## src/rtl/alu_pkg.sv

```systemverilog
// alu_pkg: ALU op encodings, FSM states and helpers shared
// by the ALU control decoder and the execute-stage ALU.
package alu_pkg;

  localparam int XLEN   = 32;
  localparam int SHAMTW = 5;

  typedef enum logic [3:0] {
    ALU_ADD  = 4'h0,
    ALU_SUB  = 4'h1,
    ALU_XOR  = 4'h2,
    ALU_OR   = 4'h3,
    ALU_AND  = 4'h4,
    ALU_SLL  = 4'h5,
    ALU_SRL  = 4'h6,
    ALU_SRA  = 4'h7,
    ALU_SLT  = 4'h8,
    ALU_SLTU = 4'h9
  } alu_op_e;

  typedef enum logic [1:0] {
    S_IDLE  = 2'd0,
    S_SHIFT = 2'd1,
    S_DONE  = 2'd2
  } state_e;

  function automatic logic is_shift(
    input logic [3:0] op
  );
    return (op == ALU_SLL) ||
           (op == ALU_SRL) ||
           (op == ALU_SRA);
  endfunction

endpackage

```

## src/rtl/alu_shifter.sv

```systemverilog
// alu_shifter: 1-bit/cycle shift register with down-counter,
// or a single-cycle barrel shifter when ALU_FAST_SHIFT_EN is set.
module alu_shifter
  import alu_pkg::*;
(
  input  logic              i_clk,
  input  logic              i_rst_n,
  input  logic              i_load,
  input  logic [3:0]        i_op,
  input  logic [XLEN-1:0]   i_a,
  input  logic [SHAMTW-1:0] i_shamt,
  output logic [XLEN-1:0]   o_result,
  output logic              o_last
);

`ifdef ALU_FAST_SHIFT_EN

  logic w_unused;
  assign w_unused = ^{i_clk, i_rst_n, i_load};

  always_comb begin
    case (i_op)
      ALU_SLL: o_result = i_a << i_shamt;
      ALU_SRA: o_result = XLEN'($signed(i_a) >>> i_shamt);
      default: o_result = i_a >> i_shamt;
    endcase
  end

  assign o_last = 1'b0;

`else

  logic [XLEN-1:0]   r_data;
  logic [SHAMTW-1:0] r_cnt;
  logic [3:0]        r_op;
  logic [XLEN-1:0]   w_next;

  always_comb begin
    case (r_op)
      ALU_SLL: w_next = {r_data[XLEN-2:0], 1'b0};
      ALU_SRA: w_next = {r_data[XLEN-1], r_data[XLEN-1:1]};
      default: w_next = {1'b0, r_data[XLEN-1:1]};
    endcase
  end

  always_ff @(posedge i_clk or negedge i_rst_n) begin
    if (!i_rst_n) begin
      r_data <= '0;
      r_cnt  <= '0;
      r_op   <= '0;
    end else if (i_load) begin
      r_data <= i_a;
      r_cnt  <= i_shamt;
      r_op   <= i_op;
    end else if (r_cnt != '0) begin
      r_data <= w_next;
      r_cnt  <= r_cnt - 1'b1;
    end
  end

  // The final step's value is presented combinationally so the
  // FSM can capture it on the same edge it leaves SHIFT.
  assign o_result = w_next;
  assign o_last   = (r_cnt == SHAMTW'(1));

`endif

endmodule

```

## src/rtl/alu_exec_unit.sv

```systemverilog
// alu_exec_unit: execute-stage ALU with valid/ready handshake.
// Shifts iterate 1 bit/cycle unless ALU_FAST_SHIFT_EN is defined.
module alu_exec_unit
  import alu_pkg::*;
(
  input  logic            iClk,
  input  logic            iRst_n,
  input  logic            iValid,
  output logic            oReady,
  input  logic [3:0]      iALUOP,
  input  logic [XLEN-1:0] iA,
  input  logic [XLEN-1:0] iB,
  output logic            oValid,
  input  logic            iReady,
  output logic [XLEN-1:0] oResult,
  output logic            oZero,
  output logic            oBusy
);

  state_e            r_state;
  state_e            w_next;
  state_e            w_acc_state;
  logic [XLEN-1:0]   r_result;
  logic [XLEN-1:0]   w_exec;
  logic [XLEN-1:0]   w_sh_result;
  logic [SHAMTW-1:0] w_shamt;
  logic              w_accept;
  logic              w_sh_load;
  logic              w_sh_last;

  assign w_shamt   = iB[SHAMTW-1:0];
  assign w_accept  = iValid && oReady;
  assign w_sh_load = w_accept && is_shift(iALUOP);

  alu_shifter u_shifter (
    .i_clk    (iClk),
    .i_rst_n  (iRst_n),
    .i_load   (w_sh_load),
    .i_op     (iALUOP),
    .i_a      (iA),
    .i_shamt  (w_shamt),
    .o_result (w_sh_result),
    .o_last   (w_sh_last)
  );

  always_comb begin
    w_exec = iA + iB;
    case (iALUOP)
      ALU_SUB: w_exec = iA - iB;
      ALU_XOR: w_exec = iA ^ iB;
      ALU_OR:  w_exec = iA | iB;
      ALU_AND: w_exec = iA & iB;
`ifdef ALU_FAST_SHIFT_EN
      ALU_SLL, ALU_SRL, ALU_SRA:
        w_exec = w_sh_result;
`else
      ALU_SLL, ALU_SRL, ALU_SRA:
        w_exec = iA;
`endif
      ALU_SLT:
        w_exec = {{(XLEN-1){1'b0}},
                  $signed(iA) < $signed(iB)};
      ALU_SLTU:
        w_exec = {{(XLEN-1){1'b0}}, iA < iB};
      default: w_exec = iA + iB;
    endcase
  end

`ifdef ALU_FAST_SHIFT_EN
  assign w_acc_state = S_DONE;
`else
  // A zero shift amount is a plain copy of A: no SHIFT visit.
  assign w_acc_state =
    (is_shift(iALUOP) && (w_shamt != '0)) ?
    S_SHIFT : S_DONE;
`endif

  always_ff @(posedge iClk or negedge iRst_n) begin
    if (!iRst_n) r_state <= S_IDLE;
    else         r_state <= w_next;
  end

  always_comb begin
    w_next = r_state;
    case (r_state)
      S_IDLE:
        if (w_accept) w_next = w_acc_state;
      S_SHIFT:
        if (w_sh_last) w_next = S_DONE;
      S_DONE:
        if (iReady)
          w_next = w_accept ? w_acc_state : S_IDLE;
      default: w_next = S_IDLE;
    endcase
  end

  always_comb begin
    oValid = (r_state == S_DONE);
    oBusy  = (r_state != S_IDLE);
    oReady = (r_state == S_IDLE) ||
             ((r_state == S_DONE) && iReady);
  end

  always_ff @(posedge iClk or negedge iRst_n) begin
    if (!iRst_n) begin
      r_result <= '0;
    end else if (w_accept && (w_acc_state == S_DONE)) begin
      r_result <= w_exec;
    end else if ((r_state == S_SHIFT) && w_sh_last) begin
      r_result <= w_sh_result;
    end
  end

  assign oResult = r_result;
  assign oZero   = (r_result == '0);

endmodule

```

## config.mk

```make
export PLATFORM = sky130hd
export DESIGN_NAME = alu_exec_unit
export DESIGN_NICKNAME = d
export VERILOG_FILES = /design/src/rtl/alu_pkg.sv /design/src/rtl/alu_shifter.sv /design/src/rtl/alu_exec_unit.sv
export SDC_FILE = /design/constraint.sdc
export NUM_CORES = 1
export LEC_CHECK = 0
export ABC_AREA = 1
export CELL_PAD_IN_SITES_DETAIL_PLACEMENT = 1
export CELL_PAD_IN_SITES_GLOBAL_PLACEMENT = 1
export CORE_AREA = 2 2 158 160
export DETAILED_ROUTE_END_ITERATION = 12
export DIE_AREA = 0 0 160 162
export PLACE_DENSITY = 0.9
export SYNTH_ARGS = -nofsm -noshare
export SYNTH_HDL_FRONTEND = slang
export SYNTH_SLANG_ARGS = --single-unit
```

## constraint.sdc

```tcl
create_clock -name iClk -period 4.5 [get_ports iClk]
set_input_delay 0.675 -clock iClk [delete_from_list [all_inputs] [get_ports iClk]]
set_output_delay 0.675 -clock iClk [all_outputs]
set_load 0.01 [all_outputs]
```

# After elaboration in Yosys (flattened, before gate mapping)
# Index checks and enable logic that the tools add are counted.
# word_totals
register_bits	75
out_inout_bits	36
# classes
order_cmp	2
reduce_logical	18
n_eq_ne	18
muxes	14
add_sub_neg	3
n_bitwise	3
# ops
op	count
32-bit case mux with 7 select lines	1
32-bit two-way mux	4
32-bit < comparator	2
32-bit case mux with 2 select lines	1
32-bit adder	1
32-bit AND	1
32-bit logical NOT	1
32-bit bitwise OR	1
32-bit subtractor	1
32-bit bitwise XOR	1
4-bit by 3-bit == test with 1-bit output (second input constant)	6
2-bit two-way mux	5
5-bit two-way mux	2
5-bit nonzero test	2
4-bit by 2-bit == test with 1-bit output (second input constant)	2
4-bit == test (second input constant)	2
1-bit logical AND	6
2-bit case mux with 3 select lines	1
2-bit nonzero test	3
5-bit by 1-bit == test with 1-bit output (second input constant)	1
5-bit by 1-bit subtractor with 5-bit output (second input constant)	1
2-bit == test (second input constant)	2
4-bit by 1-bit == test with 1-bit output (second input constant)	1
2-bit != test (second input constant)	2
6 further kinds	8

# Logic depth before layout (Yosys ltp)
# Gate-level depths: netlist of run 1.
# depth
depth_word	8
ltp_mapped	19
ltp_nobuf	18

# Modules after synthesis
# A second synthesis of run 1 with hierarchy kept.
# hier_totals
cells_unflattened	1981
hier_area_um2	11118.2
# modules_own_cells
mod	area_each_um2	n_inst	cells_each	seq_area_each_um2
alu_exec_unit	8466.9	1	1571	850.8
alu_shifter	2651.3	1	410	1026.0

# Least setup slack after synthesis of run 1
# No wires, ideal clock.
# synth_timing
path_kind	input to register
start	input port iA[0]
end	register r_result[0] (netlist: oResult[0])
setup_slack_ps	2205
required_ps	4384
setup_ps	116
cell_stages	16
t_arrival_ps	2179
n_path_buf	0
cell_sequence	inv_1 > ha_1 > inv_1 > fa_1 > nand2_1 > nand2_1 > nand2_1 > nand2_2 > nand2_1 > nand2_1 > nand3_1 > nand3_1 > nand3_1 > nand2_1 > nand2_1 > nand2_1
# synth_via
elab_chain_cells	3
elab_cells_between_ends	9
# synth_lines
item	line_no	source
start, declared	alu_exec_unit.sv:11	input logic [XLEN-1:0] iA,
32-bit adder, or another cell as far along	alu_exec_unit.sv:65	default: w_exec = iA + iB;
32-bit case mux with 7 select lines *	alu_exec_unit.sv:48	case (iALUOP)
32-bit two-way mux *	alu_exec_unit.sv:107	end else if (w_accept && (w_acc_state == S_DONE)) begin
end signal, assigned	alu_exec_unit.sv:108	r_result <= w_exec;
end signal, assigned	alu_exec_unit.sv:110	r_result <= w_sh_result;
end, declared	alu_exec_unit.sv:23	logic [XLEN-1:0] r_result;
# Mark *: on every way between the ends. The rest lies on a longest branch, timed or not.
# A chain may end at the register's enable or synchronous reset.

# Worst setup path in the final report of run 1
# layout_timing
start	input port iA[1]
end	register r_result[7] (netlist: oResult[7])
# layout_via
elab_chain_cells	3
elab_cells_between_ends	4
# layout_lines
item	line_no
32-bit adder or 32-bit subtractor (tied branches)	alu_exec_unit.sv:65, alu_exec_unit.sv:49
32-bit case mux with 7 select lines *	alu_exec_unit.sv:48
32-bit two-way mux *	alu_exec_unit.sv:107
# Marked as above.

==> results of run 1 <==
## where the power goes
part / switching [mW] / internal (mW) / leakage [nW]
sequential: 0.297 / 0.988 / 0.922
combinational: 1.53 / 0.905 / 5.26
clock: 0.325 / 0.542 / 0.162
## through the flow
stage / area [um^2] / util / worst slack [ns] / cells
final: 12000 / 0.500 / 1.01 / 2159
after global routing: 12000 / 0.500 / 0.932 / 2159
after CTS: 12000 / 0.500 / 1.21 / 2159
after detailed placement: 11700 / 0.486 / 0.855 / 2144
after global placement: 11700 / 0.486 / 0.921 / 2144
after floorplan: 10500 / - / 2.20 / 1771
## cell usage in the layout, fill, tap and decap left out, types with 3 or more instances in the layout
master	instances
nor2_1	134
dfrtp_1	75
o21ai_0	80
inv_1	308
nor4_1	10
nand4_1	20
o211ai_1	16
nand3_1	117
nor3_1	18
nand2_2	8
o22ai_1	34
nand2_1	533
a21oi_1	84
nor2_2	13
a21oi_2	3
mux2i_1	11
nor2_4	3
buf_4	12
nor3_2	7
clkdlybuf4s50_1	106
clkbuf_16	9
o221ai_1	37
inv_2	16
xor2_1	5
ha_1	99
bufinv_16	3
o21ai_1	12
o21bai_1	13
and2_1	3
or2_2	4
a211oi_1	15
## metal layers
layer	global-route usage	vias up	routed length, um	part of all wire
met4	0.116	0	1430	0.030
met3	0.0832	105	5030	0.10
met5	0	-	0	0
met1	0.484	6267	20000	0.42
li1	-	5804	-	-
met2	0.598	679	21700	0.45
## final cells by class
class                   count  share of cell area
multi-input cells        1302               0.585
inverters                 325               0.101
repair buffers            118              0.0956
flip-flops and latches     75               0.156
clock inverters             6             0.00956
clock buffers               9              0.0187
well taps                 324              0.0337
## flip-flops by register name (all words and copies together) (netlist names)
signal            count
u_shifter.r_op        4
r_state               2
oResult              32
u_shifter.r_cnt       5
u_shifter.r_data     32
## worst max-delay path, stage by stage
cell	delay (ns)
clkdlybuf4s50_1	0.59
inv_1	0.15
ha_1	0.39
nor2_1	0.33
nand2_1	0.11
nand3_2	0.16
nand2_1	0.07
nand2_1	0.16
a21oi_1	0.09
o21ai_0	0.09
o211ai_1	0.10
o21ai_0	0.65
nand2_1	0.11
## final timing paths
| check | endpoint | cells after the start | slack, ns |
|---|---|---|---|
| worst max register to register | oResult[17]$_DFFE_PN0P_ | 7 | 2.19 |
| min in group asynchronous | u_shifter.r_cnt[3]$_DFFE_PN0P_ | 1 | 0.49 |
| max in group asynchronous | oResult[22]$_DFFE_PN0P_ | 1 | 3.31 |
| worst min-delay path | u_shifter.r_op[2]$_DFFE_PN0P_ | 2 | 0.48 |
| worst max-delay path | oResult[7]$_DFFE_PN0P_ | 13 | 1.01 |
| worst min register to register | u_shifter.r_op[2]$_DFFE_PN0P_ | 2 | 0.48 |
## kinds of logic after synthesis
logic type / count (synthesis) / synth area share
XOR/XNOR: 7 / 0.00584
AO/OA/AOI/OAI: 306 / 0.178
flip-flops: 75 / 0.179
buffers and inverters: 394 / 0.150
multiplexers: 11 / 0.0105
AND/OR/NAND/NOR: 877 / 0.355
adder cells (fa/ha/maj): 101 / 0.122
==> flow_summary_export.csv, run 1 <==
group,metric,value,unit
run_status,outcome,"complete, no violations",
yosys,syn_nets,1944,
route,drt_iter0_markers,1264,
critical_path,start_kind,"primary input",
job,maxCapViolCount,0,
clocking,clkLatencyLatePin,0.35,ns
timing,hold_ws,0.482,ns
yosys,ys_top_cells_by_area,"nand2_1 (19%), dfrtp_1 (18%), ha_1 (12%)",
placed_design,place.port_buffers,107,
yosys,ys_seq_area_frac,0.179,
yosys,ys_warn_count,0,
clocking,cts_hold_buf,0,
timing,tightestPinTransition,1.04,ns
clocking,cts_resized,0,
global_routing,grt_pass1_vias,12900,
critical_path,worstPathRequired,4.69,ns
yosys,synth.distinct_cells,50,
floorplan,die_height,162,um
clocking,cts_tree,"built",
global_routing,grt_max_degree,76,
timing,fmax,286,MHz
cells_and_area,syn_to_final_growth,14.7,%
timing,hold_violations,0,
timing,setup_tns,0,ns
floorplan,die_x,160,um
yosys,avgSynthCellArea,5.93,um^2
critical_path,r2r_start,"r_state[1]$_DFFE_PN0P_",
clocking,clk_pin_slew,0.07,ns
cells_and_area,diodes,0,
yosys,ys_seq_elements,75,
clocking,cts_num_sinks,75,
placed_design,dp_hpwl,37500,um
yosys,yosysMostFrequentCell,"nand2_1",
cells_and_area,fillers,3450,
clocking,cts-root-buf,"clkbuf_16",
floorplan,row_count,57,
route,wl_per_cell,22.3,um
critical_path,endpoint_kind,"flip-flop",
floorplan,core_area,0.0241,mm^2
critical_path,path_max_fanout,5,
floorplan,ios,108,
power,ir_drop,208,uV
power,p_leak,6.34,nW
critical_path,crit_arrival,3.68,ns
timing,post-route-period-util,0.776,
timing,maxSlewHeadroom,0.306,
placed_design,gp_congestion,0.976,
cells_and_area,drive_above_1_share,0.0480,
timing,finalCriticalPeriod,3.49,ns
clocking,htree_levels,3,
yosys,synth_edf_count,0,
power,power,4.59,mW
worst_hold_path,min_from,"u_shifter.r_op[2]$_DFFE_PN0P_",
power,powerDensity,381,mW/mm^2
global_routing,grt_usage,0.367,
timing,rsz0062_at_grt,"false",
clocking,cts.path.max_buffers,2,
floorplan,dieArea,0.0259,mm^2
route,viasPerCell,5.95,
yosys,synthesis.area,0.0105,mm^2
cells_and_area,regArea,0.00188,mm^2
clocking,cts_setup_buffers,0,
yosys,async_reset_ff_frac,1.00,
yosys,syn_inst,1771,
yosys,synth-main-ff-cell,"dfrtp_1",
route,vias,12900,
cells_and_area,multi_input_area,0.00705,mm^2
timing,clock_skew,0.0150,ns
global_routing,grt_pass1_wl,72900,um
route,remaining_drc_errors,0,
global_routing,antenna_found_initial,0,
timing,drv_slew,0,
yosys,synth_top_area_cell,"nand2_1",
route,wl,48100,um
cells_and_area,nets,2004,
critical_path,critPathKind,"primary input to flip-flop",
yosys,netlist_top_cells_count,"nand2_1 (534), inv_1 (308), nor2_1 (135), nand3_1 (117), ha_1 (99)",
global_routing,overflow,0,
route,postRouteAntennaNets,0,
worst_hold_path,hold_class,"flip-flop to flip-flop",
timing,setup_viol,0,
floorplan,initial_core_util,0.436,
critical_path,cp-startpoint,"iA[1]",
yosys,synth_top_area_frac,0.191,
route,dr.pass1.iters,6,
clocking,cts_buffers,9,
Note: power is estimated with default switching activity, not from simulation.
==> inputs of run 2 (changes only) <==
CORE_AREA = 2 2 164 166   (was 2 2 158 160)
DIE_AREA = 0 0 166 168   (was 0 0 160 162)
PLACE_DENSITY = 0.85   (was 0.9)
clock period = 3.4 ns   (was 4.5 ns; I/O delays follow)
==> run 2 against run 1 <==
Against the previous run:
- final area grew 6.4%
- clock power grew 33%
- wire length grew 2.5%
- clock-buffer cell count grew 2
- flip-flop and latch count is the same
- core utilization shrank 1.3 points
- global-route usage shrank 1.8 points
- cell count grew 5.1%
- die area grew 7.6%
- critical path depth is the same
- critical endpoint is now oResult[0]$_DFFE_PN0P_
- highest routed layer unchanged
==> flow_summary_export.csv, run 2 (synthesized netlist as in run 1, its figures left out) <==
group,metric,value,unit
worst_hold_path,hold_class,"primary input to asynchronous set/reset pin",
timing,finalCriticalPeriod,3.17,ns
clocking,cts_resized,0,
floorplan,die_height,168,um
power,p_sw_frac,0.453,
timing,worst_slack,0.226,ns
global_routing,grt_pass1_vias,13200,
clocking,cts_setup_buffers,0,
critical_path,critPathMostFrequentCell,"nand2_1",
clocking,cts_tree,"built",
power,p_comb_frac,0.539,
clocking,clkLatencyLatePin,0.34,ns
power,seq_power_share,0.274,
critical_path,start_kind,"primary input",
critical_path,crit_arrival,3.40,ns
floorplan,die_x,166,um
route,wl,49300,um
power,p_leak,6.81,nW
clocking,cts_num_sinks,75,
route,drt_iter0_markers,1102,
floorplan,initial_core_util,0.398,
critical_path,worstPathRequired,3.62,ns
critical_path,critPathKind,"primary input to flip-flop",
route,viasPerCell,5.66,
clocking,cts_buffers,9,
cells_and_area,mostFrequentLayoutCells,"nand2_1 (534), inv_1 (308), nor2_1 (134), nand3_1 (117), clkdlybuf4s50_1 (106)",
global_routing,grt_pass1_wl,75300,um
floorplan,ios,108,
critical_path,cpPeakStageDelay,0.52,ns
power,internal_power,3.37,mW
power,powerDensity,480,mW/mm^2
timing,setup_tns,0,ns
route,vias,12800,
floorplan,row_count,60,
timing,post-route-period-util,0.934,
cells_and_area,diodes,0,
power,p_sw,2.79,mW
timing,hold_ws,0.306,ns
global_routing,grt_max_degree,76,
placed_design,dp_slack,-0.0489,ns
global_routing,overflow,0,
critical_path,endpoint_kind,"flip-flop",
timing,tightestPinTransition,1.04,ns
critical_path,cpMaxStageDelayCell,"clkdlybuf4s50_1",
route,postRouteAntennaNets,0,
placed_design,gp_congestion,0.971,
clocking,cts-root-buf,"clkbuf_16",
floorplan,core_area,0.0264,mm^2
run_status,outcome,"complete, no violations",
critical_path,crit_chain,"clkdlybuf4s50_1 -> inv_1 -> ha_1 -> nor2_1 -> nand2_1 -> nor4_1 -> a21oi_1 -> nand3_1 -> nand2_1 -> nor2_1 -> nand2_1 -> nand2_1 -> nand2_1",
clocking,cts_hold_buf,0,
cells_and_area,drive_above_1_share,0.0933,
timing,rsz0062_at_grt,"false",
timing,hold_violations,0,
cells_and_area,syn_to_final_growth,22.1,%
clocking,clk_pin_slew,0.06,ns
cells_and_area,fillers,3647,
job,maxCapViolCount,0,
clocking,cts.path.max_buffers,2,
timing,fmax,315,MHz
route,dr.pass1.iters,5,
global_routing,grt_usage,0.349,
power,ir_drop,511,uV
cells_and_area,nets,2097,
route,remaining_drc_errors,0,
placed_design,dp_hpwl,40300,um
timing,maxSlewHeadroom,0.309,
timing,drv_slew,0,
timing,setup_viol,0,
placed_design,place.port_buffers,107,
cells_and_area,final_common_cell,"nand2_1",
critical_path,path_max_fanout,9,
global_routing,antenna_found_initial,0,
timing,clock_skew,0.00760,ns
route,wl_per_cell,21.7,um
clocking,htree_levels,3,
floorplan,dieArea,0.0279,mm^2
power,clkPwrFrac,0.187,
==> run 2: cell types whose count changed in the layout (fill, tap and decap cells not counted), sizes merged <==
cell / delta
buf: +93
clkbuf: +2
clkinv: -2
inv: +2
clkinvlp: -1
==> run 2: path summary, 6_finish.rpt <==
path,slack [ns],endpoint,cells after the start,startpoint
worst max-delay path,0.23,oResult[0]$_DFFE_PN0P_,13,iA[26]
min in group iClk,0.46,u_shifter.r_op[2]$_DFFE_PN0P_,2,u_shifter.r_op[2]$_DFFE_PN0P_
worst max register to register,1.13,oResult[26]$_DFFE_PN0P_,8,u_shifter.r_cnt[1]$_DFFE_PN0P_
max in group asynchronous,2.38,oResult[28]$_DFFE_PN0P_,1,iRst_n
worst min-delay path,0.31,u_shifter.r_cnt[3]$_DFFE_PN0P_,1,iRst_n
worst min register to register,0.46,u_shifter.r_op[2]$_DFFE_PN0P_,2,u_shifter.r_op[2]$_DFFE_PN0P_
==> run 2: area by class of cell <==
class                      instances  area, um^2  area share
multi-input combinational       1302        7060       0.551
clock buffer                      11         243      0.0189
clock inverter                     5         108     0.00840
timing repair buffer             211        1890       0.147
inverter                         325        1220      0.0952
sequential                        75        1880       0.146
tap                              341         427      0.0333
==> run 2: stage by stage <==
stage	total power, mW	utilization	instance area (um^2)	std cells
after global placement	4.79	0.473	12500	2254
after floorplan	3.43	-	10500	1771
after CTS	6.09	0.486	12800	2270
after global routing	6.52	0.486	12800	2270
final	6.16	0.486	12800	2270
after detailed placement	4.90	0.473	12500	2254
==> run 2: power by group through the flow <==
| stage | sequential (mW) | combinational, mW | clock (mW) |
|---|---|---|---|
| after floorplan | 1.65 | 1.79 | 0 |
| after global placement | 1.66 | 3.13 | 0 |
| after detailed placement | 1.67 | 3.22 | 0 |
| after CTS | 1.67 | 3.27 | 1.15 |
| after global routing | 1.72 | 3.60 | 1.19 |
| final | 1.69 | 3.32 | 1.15 |
==> run 2: layer usage <==
metal	vias up	routed length [um]	GRT usage
met4	0	1290	0.0987
li1	5972	-	-
met2	494	21800	0.559
met3	84	4290	0.0771
met5	-	0	0
met1	6289	21900	0.472
==> run 2: critical path: cells and delay by family <==
family / cells / cell delay, ns
fa+ha+maj: 1 / 0.50
simple gates: 9 / 1.46
compound gates: 1 / 0.25
buf+inv: 2 / 0.66
